**src/rtl/fp_peak_window.sv**
```systemverilog
// fp_peak_window: windowed level metering for an FP32 sample stream.
// Every WIN accepted samples it reports the peak magnitude, the number of
// samples whose magnitude exceeds a per-window latched threshold, and
// whether any NaN appeared. Gaps (valid_in=0) leave all state untouched.
module fp_peak_window #(
    parameter int WIN = 16,
    localparam int CNT_W = $clog2(WIN + 1)
) (
    input  logic             clk,
    input  logic             rst,
    input  logic             valid_in,
    input  logic [31:0]      data_in,
    input  logic [31:0]      thresh,
    output logic             valid_out,
    output logic [31:0]      peak_out,
    output logic [CNT_W-1:0] over_cnt,
    output logic             nan_seen
);

    localparam logic [CNT_W-1:0] LAST_IDX = CNT_W'(WIN - 1);
    localparam logic [CNT_W-1:0] CNT_ONE  = CNT_W'(1);

    // Running window state
    logic [CNT_W-1:0] cnt_reg;
    logic [30:0]      peak_reg;
    logic [CNT_W-1:0] over_reg;
    logic             nan_reg;
    logic [30:0]      thr_reg;

    // Registered window results
    logic             valid_out_reg;
    logic [30:0]      peak_out_reg;
    logic [CNT_W-1:0] over_out_reg;
    logic             nan_out_reg;

    // Next-state values assuming the current input is accepted
    logic [30:0]      mag;
    logic             is_nan;
    logic             first;
    logic [30:0]      thr_eff;
    logic [30:0]      peak_base;
    logic [CNT_W-1:0] over_base;
    logic             nan_base;
    logic [30:0]      peak_next;
    logic [CNT_W-1:0] over_next;
    logic             nan_next;

    // Fold the incoming sample into the running state; the first sample of a
    // window starts from a clean base so stale state is never compared.
    always_comb begin
        mag       = data_in[30:0];
        is_nan    = (&data_in[30:23]) && (|data_in[22:0]);
        first     = (cnt_reg == '0);
        thr_eff   = first ? thresh[30:0] : thr_reg;
        peak_base = first ? '0 : peak_reg;
        over_base = first ? '0 : over_reg;
        nan_base  = first ? 1'b0 : nan_reg;
        peak_next = peak_base;
        over_next = over_base;
        nan_next  = nan_base | is_nan;
        if (!is_nan && (mag > peak_base)) begin
            peak_next = mag;
        end
        if (!is_nan && (mag > thr_eff)) begin
            over_next = over_base + CNT_ONE;
        end
    end

    // Advance the window on accepted samples and register results at close
    always_ff @(posedge clk) begin
        if (rst) begin
            cnt_reg       <= '0;
            peak_reg      <= '0;
            over_reg      <= '0;
            nan_reg       <= 1'b0;
            thr_reg       <= '0;
            valid_out_reg <= 1'b0;
            peak_out_reg  <= '0;
            over_out_reg  <= '0;
            nan_out_reg   <= 1'b0;
        end else begin
            valid_out_reg <= 1'b0;
            if (valid_in) begin
                if (cnt_reg == LAST_IDX) begin
                    cnt_reg       <= '0;
                    valid_out_reg <= 1'b1;
                    peak_out_reg  <= peak_next;
                    over_out_reg  <= over_next;
                    nan_out_reg   <= nan_next;
                end else begin
                    cnt_reg <= cnt_reg + CNT_ONE;
                end
                peak_reg <= peak_next;
                over_reg <= over_next;
                nan_reg  <= nan_next;
                thr_reg  <= thr_eff;
            end
        end
    end

    assign valid_out = valid_out_reg;
    assign peak_out  = {1'b0, peak_out_reg};
    assign over_cnt  = over_out_reg;
    assign nan_seen  = nan_out_reg;

endmodule
```
**config.mk**
```make
export PLATFORM = sky130hd
export DESIGN_NAME = fp_peak_window
export DESIGN_NICKNAME = d
export VERILOG_FILES = /design/src/rtl/fp_peak_window.sv
export SDC_FILE = /design/constraint.sdc
export NUM_CORES = 1
export LEC_CHECK = 0
export CORE_MARGIN = 4
export CORE_UTILIZATION = 25
export DETAILED_ROUTE_END_ITERATION = 8
export GPL_TIMING_DRIVEN = 0
export HOLD_SLACK_MARGIN = 0.1
export RECOVER_POWER = 50
export SLEW_MARGIN = 20
export SYNTH_ARGS = -nofsm -noshare
export SYNTH_HDL_FRONTEND = slang
export SYNTH_SLANG_ARGS = --single-unit
```
**constraint.sdc**
```tcl
create_clock -name clk -period 4.5 [get_ports clk]
set_input_delay 0.9 -clock clk [delete_from_list [all_inputs] [get_ports clk]]
set_output_delay 0.9 -clock clk [all_outputs]
set_load 0.1 [all_outputs]
```
==> results.md, run 1 <==
- Status: completed
- Core footprint: about 24,000 um^2
- Reg2Reg Launch Point: cnt_reg[0]
- Count leader, synth: dfxtp_1
- Proportion of synthesized area in mux cells: under 10%
- Max Slew Vio Count: 0
- YS warnings: 0
- WP data required: 4.74 ns
- Die height: about 170 um
- Startpoint types: flop
- Power Density: between 300 and 400 nW/um^2
- Clk slew on worst S/H paths: around 0.07 ns
- Final WL: ~22,000 um
- Detailed-route vias per instance: 5.28
- Overflow after GRT: 0
- Synthesized flop and latch total: ~110
- Cts hold-fix bufs: 0
- Postcts setup bufs: 0
- Maxcap violations: 0
- Area contributors post-synth: dfxtp_1 36%, ha_1 13%, o21ai_0 6.2%, mux2i_1 5.3%, a21oi_1 4.8%
- Post-Synth Adder-Cell Area: about 13%
- Leading area contributor after synthesis: dfxtp_1
- Post-Synth Simple-Gate Area: between 15 and 20%
- CTS root buffer: clkbuf_16
- Top-Level Pins: 106
- Die width: 166 um
- CP Capture Type: flop
- FF-to-FF End: peak_out_reg[8]
- Sequential fraction of the synthesis area: around 36%
- Crit Path Max Fanout: 10
- Largest net degree at the start of global routing: 18
- Top-area cell type share of the netlist area: 35.7%
- Clk_skew: ~0.0077 ns
- Antenna-violating nets left: 0
- Most frequent cell on the critical path: clkbuf_2
- Share of cells above drive strength 1: under 10%
- Area growth syn-to-layout: 28.8%
- Cell family with most CP delay: simple AND/OR/NAND/NOR gates
- Initial Utilization: approximately 26%
- Min Tclk post-route: 4.37 ns
- First-pass GRT wire length: 33,700 um
- Crit path DAT: ~4.6 ns
- Critical path depth: 15
- Syn Inst Count: 746
- Distinct cells, synth: 49
- Pre-antenna DRT Iters: 5
- Total negative slack: 0 ns
- Cells on worst reg2reg path: 15
- Critical Path Sink: peak_out_reg[8]
- Compound-Gate Fraction of Synth Area: a little under a quarter
- Final hold violation count: 0
- CTS Buf Count: 9
- # H-tree levels: 3
- Worst-margin pin slew: a little over 1 ns
- Die ar.: 27,500 um^2
- Syn nets: about 880
- FP Rows: 57
- Xor-xnor portion of the synthesized cell area: less than 1%
- Initial antenna violation count: 0
- P_leak: just over 3 nW
- Maximum clock insertion buffer count: 2
- Crit-path max cell delay: roughly 0.7 ns
- Buffers on Ports: 100
- Hold crit path type: flop to flop
- CP Class: flop to flop
- CP startpoint: cnt_reg[0]
- Slowest-stage cell, CP: or4b_2
- Number of enable flip-flop cells after synthesis: 0
- N_diodes: 0
- Cell Area, Synth: approximately 6200 um^2
- Buffers and inverters on the worst path: 4
- Gp weighted congestion: around 0.85
- Slew margin rel.: about a third
- List of most frequent post-synthesis cells: 111 x dfxtp_1, 80 x nor2_1, 77 x o21ai_0
- Reg2reg setup slack: approximately 0.13 ns
- Sink Count: approximately 110
- DRC: 0
- CP Cell Sequence: inv_1, ha_1, or4b_2, clkbuf_2, clkbuf_2, nand2_1, ha_1, nand3_1, nor3_1, and4_1, or4b_2, o211a_1, clkbuf_2, a221oi_1, nor2_1
- Detailed placement HPWL: ~16,000 um
- Initial DRC Count: approximately 460
- Max frequency: roughly 0.23 GHz
- CTS tree: yes
- Setup violations, final: 0
- Vias in the first global route: between 5,000 and 6,000
- Avg WL per Cell: around 18 um
- Clk Latency, worst-skew pair: about 0.36 ns
- Maximum vdd drop: 173 uV
- DR vias: 6,261
- Mapped Avg Cell Area: 8.34 um^2
- Largest family of logic cells by synthesized area: compound AO/OA/AOI/OAI gates
- Nets: 987
- Total Power: 2.47 mW
- Final Cycle Share: a little over nine tenths
- Global Route Usage Sum: between 10% and 20%
- FFs w/ async S/R, synth: 0%
- Most used DFF post-synth: dfxtp_1
-- placed cells by master, fill, tap and decap left out, drive strengths merged, types with 3 or more instances in the layout --
cell type,count
nor3,6
o21a,4
a211oi,34
clkdlybuf4s50,66
buf,5
mux2i,33
a21oi,60
clkbuf,60
inv,8
or4,7
nand4,14
nor4,7
a31oi,5
and2,3
ha,64
nor2,80
o21ai,79
and4,5
clkinv,3
o211ai,4
nand2,57
dfxtp,111
nand3,46
dlygate4sd3,34
a221oi,32
-- stage by stage --
stage	cells	utilization [%]	worst slack, ns	hold WS [ns]	instance area, um^2
after floorplan	746	-	0.347	0.459	6220
after global placement	1170	31.3	-0.708	0.468	7630
after detailed placement	1170	31.3	-0.772	0.474	7630
after CTS	1186	32.7	0.0115	0.484	7980
after global routing	1185	32.9	-0.0127	0.507	8020
final	1185	32.9	0.132	0.486	8020
-- how the worst min path moves through the flow --
| stage | from | to | slack, ns | cells after the start |
|---|---|---|---|---|
| 2_1_floorplan | nan_reg | nan_seen | 0.46 | 2 |
| 3_3_place_gp | nan_reg | nan_seen | 0.47 | 2 |
| 3_5_place_dp | over_reg[1] | over_reg[1] | 0.47 | 2 |
| 4_1_cts | over_reg[1] | over_reg[1] | 0.48 | 2 |
| 5_1_grt | thr_reg[18] | thr_reg[18] | 0.51 | 2 |
| 6_report | over_reg[1] | over_reg[1] | 0.49 | 2 |
-- where the power goes --
group          total [mW]  leakage [nW]  internal, mW  switching [mW]
Clock               0.827         0.144         0.445           0.383
Combinational       0.584          2.05         0.225           0.358
Sequential           1.06         0.907          1.03          0.0302
-- worst reg2reg max path: cells and delay by family, from the launching register on --
family | cells | cell delay, ns
compound gates | 2 | 0.65
fa+ha+maj | 2 | 0.40
buf+inv | 4 | 0.90
flops | 1 | 0.35
simple gates | 7 | 1.97
-- kinds of logic (layout without fill, tap and decap cells) --
family                     Yosys count  after routing
muxes                               33             33
and+or+nand+nor                    237            237
buffers and inverters               64            179
other                                1              1
xor gates and xnor gates             3              3
DFF                                111            111
AOI/OAI and AO/OA                  233            233
adders and majority gates           64             64
-- layout make-up --
class	instances	area [um^2]
buffer	55	249
clock buffer	10	239
clock inverter	6	60.1
fill	2606	16400
inverter	8	30.0
multi-input combinational	571	3810
sequential	111	2220
tap	324	405
timing repair buffer	100	1000
-- layer usage --
metal	global-route usage (%)	share of wire, %	routed length [um]	vias to the layer above
li1	-	-	-	3014
met1	21.2	46	9840	2968
met2	23.7	45	9640	255
met3	3.86	7.9	1710	24
met4	3.95	1.6	343	0
met5	0	0	0	-
-- repair_timing --
item                                    4_1_cts  5_1_grt
endpoints found under the setup margin       70       71
resized for setup                            19       26
pin swaps                                     0        1
Note: power is estimated with default switching activity, not from simulation.
==> run 2, diff against run 1 <==
--- a/config.mk
+++ b/config.mk
@@ -15,3 +15,4 @@
 export SYNTH_ARGS = -nofsm -noshare
 export SYNTH_HDL_FRONTEND = slang
 export SYNTH_SLANG_ARGS = --single-unit
+export TNS_END_PERCENT = 5
==> constraint.sdc (replaced) <==
create_clock -name clk -period 5.5 [get_ports clk]
set_input_delay 1.1 -clock clk [delete_from_list [all_inputs] [get_ports clk]]
set_output_delay 1.1 -clock clk [all_outputs]
set_load 0.1 [all_outputs]
==> results.md, run 2 (synthesis results as in run 1) <==
- # H-tree levels: 3 (unchanged)
- Initial Utilization: 25.5% (unchanged)
- Final WL: 21,400 um (was 21,500 um)
- Crit Path Max Fanout: 10 (unchanged)
- Clk_skew: 0.00554 ns (was 0.00770 ns)
- Commonest non-fill, non-tap cells in the layout: 111 x dfxtp_1, 80 x nor2_1, 77 x o21ai_0 (unchanged)
- DRC: 0 (unchanged)
- Overflow after GRT: 0 (unchanged)
- Top-Level Pins: 106 (unchanged)
- Avg WL per Cell: 18.0 um (was 18.2 um)
- Pre-CTS setup slack: 0.228 ns (was -0.772 ns)
- N_diodes: 0 (unchanged)
- Design area: 7930 um^2 (was 8020 um^2)
- Setup violations, final: 0 (unchanged)
- Post-CTS resize count: 0 (was 19)
- Final core utilization: 32.5% (was 32.9%)
- Area growth syn-to-layout: 27.4% (was 28.8%)
- Gp weighted congestion: 0.849 (unchanged)
- Worst-margin pin slew: 1.03 ns (about the same)
- Detailed-route vias per instance: 5.26 (was 5.28)
- Status: completed (unchanged)
- Cts hold-fix bufs: 0 (unchanged)
- Slew margin rel.: 31.1% (was 31.4%)
- RSZ-0062 raised after global routing: no
- Die height: 166 um (unchanged)
- Placement Cell Area: 7630 um^2 (unchanged)
- Power Density: 253 nW/um^2 (was 308 nW/um^2)
- Crit path DAT: 5.34 ns (was 4.61 ns)
- Sink Count: 111 (unchanged)
- CTS tree: yes (unchanged)
- Largest net degree at the start of global routing: 18 (unchanged)
- Maxcap violations: 0 (unchanged)
- CTS root buffer: clkbuf_16 (unchanged)
- Detailed placement HPWL: 16,400 um (unchanged)
- Die ar.: 27,500 um^2 (unchanged)
- Pre-antenna DRT Iters: 7 (was 5)
- Commonest non-fill, non-tap cell in the layout: dfxtp_1 (unchanged)
- CP Capture Type: flop (unchanged)
- Die width: 166 um (unchanged)
- Core footprint: 24,400 um^2 (unchanged)
- CTS Buf Count: 9 (unchanged)
- Routing usage on met2: 23.9% (was 23.7%)
- M1 GR Usage: 21.4% (was 21.2%)
- CP Class: flop to flop (unchanged)
- Startpoint types: flop (unchanged)
- Clk Latency, worst-skew pair: 0.36 ns (about the same)
- Min Tclk post-route: 5.12 ns (was 4.37 ns)
- Buffers on Ports: 100 (unchanged)
- Clk slew on worst S/H paths: 0.07 ns (about the same)
- DR vias: 6,235 (was 6,261)
- Antenna-violating nets left: 0 (unchanged)
- Nets: 988 (was 987)
- FP Rows: 57 (unchanged)
- Final Cycle Share: 93.1% (was 97.1%)
- GRT met3 Usage: 3.55% (was 3.86%)
- Max Slew Vio Count: 0 (unchanged)
- Busiest grt layer: met2 (unchanged)
- Postcts setup bufs: 0 (unchanged)
- Share of cells above drive strength 1: 2.78% (was 6.04%)
- WP data required: 5.72 ns (was 4.74 ns)
- Global Route Usage Sum: 15.2% (was 15.3%)
- Final hold violation count: 0 (unchanged)
- Maximum vdd drop: 143 uV (was 173 uV)
- Max frequency: 0.195 GHz (was 0.229 GHz)
- Hold crit path type: flop to flop (unchanged)
- Setup ws final: 0.379 ns (was 0.132 ns)
- Initial DRC Count: 482 (was 456)
- First-pass GRT wire length: 33,700 um (about the same)
- Inst Count DP: 1,170 (unchanged)
- P_leak: 3.03 nW (was 3.10 nW)
- Maximum clock insertion buffer count: 2 (unchanged)
- Total negative slack: 0 ns (unchanged)
- Vias in the first global route: 5,896 (was 5,917)
- Initial antenna violation count: 0 (unchanged)
- Final cell count without fillers: 1,186 (was 1,185)
[run 2: cell count changes in the layout (fill, tap and decap cells not counted), moves of 2 or more]
cell and change:
mux2i_2 -2, clkbuf_1 +19, clkbuf_2 -14, mux2i_1 +2
a221oi_2 -5, a221oi_1 +5
[run 2: final cells by class]
class                   count  area (um^2)
flip-flops and latches    111         2220
clock buffers              10          239
well taps                 324          405
repair buffers            100         1000
plain buffers              56          215
fillers                  2618        16500
inverters                   8         30.0
multi-input cells         571         3750
clock inverters             6         60.1
[run 2: final timing paths]
| kind | cells past startpoint | slack [ns] | to | start |
|---|---|---|---|---|
| worst max-delay path | 14 | 0.38 | over_reg[1] | cnt_reg[0] |
| worst min register to register | 2 | 0.48 | over_reg[1] | over_reg[1] |
| worst min-delay path | 2 | 0.48 | over_reg[1] | over_reg[1] |
| worst max register to register | 14 | 0.38 | over_reg[1] | cnt_reg[0] |
[run 2: power by group]
group | internal (mW) | switching (mW) | total, mW
clock | 0.364 | 0.314 | 0.678
combinational | 0.175 | 0.287 | 0.462
sequential | 0.841 | 0.0240 | 0.865
[run 2: stage by stage]
step,hold slack [ns],total power [mW]
final,0.483,2.00
after CTS,0.484,2.02
after global routing,0.507,2.11
after detailed placement,0.474,1.34
after floorplan,0.459,1.16
after global placement,0.468,1.33
[run 2: worst max-delay path: stages, from the launching register on]
cell	delay (ns)
dfxtp_1	0.35
inv_1	0.08
ha_1	0.15
nor4b_1	0.23
clkbuf_1	0.39
clkbuf_1	0.79
mux2i_1	0.22
ha_1	0.35
nand4_1	0.21
or4_1	0.64
or4_4	0.61
o31a_1	0.36
o21ai_4	0.14
mux2i_1	0.34
a211oi_1	0.12
[run 2: per-layer routing]
metal,part of all wire (%),up-vias
met5,0,-
met2,45,251
met4,1.4,0
met1,46,2940
met3,8.0,29
li1,-,3015
==> run 3, diff against run 2 <==
--- a/config.mk
+++ b/config.mk
@@ -7,6 +7,7 @@
 export LEC_CHECK = 0
 export CORE_MARGIN = 4
 export CORE_UTILIZATION = 25
+export CTS_BUF_LIST = sky130_fd_sc_hd__clkbuf_4 sky130_fd_sc_hd__clkbuf_8
 export DETAILED_ROUTE_END_ITERATION = 8
 export GPL_TIMING_DRIVEN = 0
 export HOLD_SLACK_MARGIN = 0.1
==> results.md, run 3 (synthesis results as in run 1) <==
- Status: completed (unchanged)
- Hold Slack: 0.490 ns (was 0.483 ns)
- Cells on worst reg2reg path: 14 (unchanged)
- Sink Count: 111 (unchanged)
- Power Density: 236 nW/um^2 (was 253 nW/um^2)
- CTS tree: yes (unchanged)
- Max Slew Vio Count: 0 (unchanged)
- Maximum vdd drop: 117 uV (was 143 uV)
- P_leak: 2.99 nW (was 3.03 nW)
- Area growth syn-to-layout: 25.8% (was 27.4%)
- CTS root buffer: clkbuf_8 (was clkbuf_16)
- Buffers and inverters on the worst path: 3 (unchanged)
- Commonest non-fill, non-tap cell in the layout: dfxtp_1 (unchanged)
- Overflow after GRT: 0 (unchanged)
- Global Route Usage Sum: 15.2% (about the same)
- CP Capture Type: flop (unchanged)
- Final WL: 21,400 um (about the same)
- Core footprint: 24,400 um^2 (unchanged)
- Largest net degree at the start of global routing: 18 (unchanged)
- Pre-antenna DRT Iters: 5 (was 7)
- Nets: 988 (unchanged)
- Clk Latency, worst-skew pair: 0.40 ns (was 0.36 ns)
- Maximum clock insertion buffer count: 2 (unchanged)
- FP Rows: 57 (unchanged)
- Gp weighted congestion: 0.849 (unchanged)
- Postcts setup bufs: 0 (unchanged)
- Antenna-violating nets left: 0 (unchanged)
- Maxcap violations: 0 (unchanged)
- # H-tree levels: 3 (unchanged)
- Die height: 166 um (unchanged)
- End point of the worst hold path: over_reg[1] (unchanged)
- Die width: 166 um (unchanged)
- Reg2Reg Launch Point: cnt_reg[0] (unchanged)
- Worst-margin pin slew: 1.02 ns (was 1.03 ns)
- Final Cycle Share: 92.9% (was 93.1%)
- Max frequency: 0.196 GHz (was 0.195 GHz)
- DR vias: 6,208 (was 6,235)
- N_diodes: 0 (unchanged)
- Commonest non-fill, non-tap cells in the layout: 111 x dfxtp_1, 80 x nor2_1, 77 x o21ai_0 (unchanged)
- CP Class: flop to flop (unchanged)
- Cells on Worst Hold Path: 2 (unchanged)
- Buffers on Ports: 100 (unchanged)
- Initial antenna violation count: 0 (unchanged)
- Clk slew on worst S/H paths: 0.11 ns (was 0.07 ns)
- Min Tclk post-route: 5.11 ns (was 5.12 ns)
- Initial Utilization: 25.5% (unchanged)
- Top-Level Pins: 106 (unchanged)
- Hold crit path type: flop to flop (unchanged)
- Crit-path max cell delay: 0.78 ns (was 0.79 ns)
- Crit Path Max Fanout: 10 (unchanged)
- Detailed-route vias per instance: 5.23 (was 5.26)
- Total negative slack: 0 ns (unchanged)
- Setup violations, final: 0 (unchanged)
- WP data required: 5.76 ns (was 5.72 ns)
- Die ar.: 27,500 um^2 (unchanged)
- Startpoint types: flop (unchanged)
- Slew margin rel.: 31.5% (was 31.1%)
- RSZ-0062 raised after global routing: no (unchanged)
- FF-to-FF End: over_reg[1] (unchanged)
- Reg2reg setup slack: 0.39 ns (was 0.38 ns)
- First-pass GRT wire length: 33,600 um (was 33,700 um)
- Initial DRC Count: 463 (was 482)
- Setup ws final: 0.391 ns (was 0.379 ns)
- Share of cells above drive strength 1: 2.78% (unchanged)
- DRC: 0 (unchanged)
- Hold Path Origin: over_reg[1] (unchanged)
- Slowest-stage cell, CP: clkbuf_1 (unchanged)
- Pre-CTS setup slack: 0.228 ns (unchanged)
- Detailed placement HPWL: 16,400 um (unchanged)
- Crit path DAT: 5.37 ns (was 5.34 ns)
- CTS Buf Count: 9 (unchanged)
- CP Cell Sequence: inv_1, ha_1, nor4b_1, clkbuf_1, clkbuf_1, mux2i_1, ha_1, nand4_1, or4_1, or4_4, o31a_1, o21ai_4, mux2i_1, a211oi_1 (unchanged)
- Avg WL per Cell: 18.0 um (about the same)
- Final hold violation count: 0 (unchanged)
- Vias in the first global route: 5,878 (was 5,896)
- Cell family with most CP delay: simple AND/OR/NAND/NOR gates (unchanged)
- Clk_skew: 0.00754 ns (was 0.00554 ns)
run 3: cell types whose count changed in the layout (fill, tap and decap cells not counted):
cell,delta
clkbuf_16,-9
clkbuf_8,+9
run 3: metal layers:
layer  track usage, %  part of all wire [%]  routed length, um
met4             3.59                   1.4                291
met3             3.55                   7.6               1620
met1             21.3                    46               9890
met2             23.8                    45               9570
met5                0                     0                  0
run 3: what timing repair did:
item / 4_1_cts / 5_1_grt
resized for setup: 0 / 3
setup endpoints to repair: 0 / 9
hold buffers: 0 / 0
run 3: worst max path at each step:
stage / end / startpoint / slack [ns] / depth (start not counted)
global placement: over_reg[1] / cnt_reg[0] / 0.29 / 14
CTS: over_reg[0] / cnt_reg[0] / 0.21 / 14
finish: over_reg[1] / cnt_reg[0] / 0.39 / 14
detailed placement: over_reg[0] / cnt_reg[0] / 0.23 / 14
floorplan: over_cnt[4] / cnt_reg[0] / 1.35 / 14
global route: over_reg[0] / cnt_reg[0] / 0.07 / 14
run 3: worst reg2reg max path, stage by stage (launching register included):
cell and delay, ns:
dfxtp_1 0.37, inv_1 0.09, ha_1 0.15, nor4b_1 0.23, clkbuf_1 0.40, clkbuf_1 0.78, mux2i_1 0.22, ha_1 0.35
nand4_1 0.20, or4_1 0.63, or4_4 0.61, o31a_1 0.37, o21ai_4 0.14, mux2i_1 0.33, a211oi_1 0.12
run 3: final cells by class:
| cell class | count | area [um^2] |
|---|---|---|
| plain buffers | 56 | 215 |
| well taps | 324 | 405 |
| fillers | 2630 | 16600 |
| inverters | 8 | 30.0 |
| multi-input cells | 571 | 3750 |
| flip-flops and latches | 111 | 2220 |
| clock inverters | 6 | 60.1 |
| clock buffers | 10 | 138 |
| repair buffers | 100 | 1000 |
run 3: report_power, final:
part	internal (mW)	switching (mW)	leakage, nW	total, mW
Sequential	0.841	0.0242	0.907	0.865
Clock	0.221	0.297	0.0981	0.518
Combinational	0.175	0.286	1.98	0.461
run 3: per-stage QoR:
| stage | util (%) | area (um^2) | cells | power [mW] |
|---|---|---|---|---|
| after floorplan | - | 6220 | 746 | 1.16 |
| after global placement | 31.3 | 7630 | 1170 | 1.33 |
| after detailed placement | 31.3 | 7630 | 1170 | 1.34 |
| after CTS | 32.1 | 7830 | 1186 | 1.85 |
| after global routing | 32.1 | 7830 | 1186 | 1.94 |
| final | 32.1 | 7830 | 1186 | 1.85 |
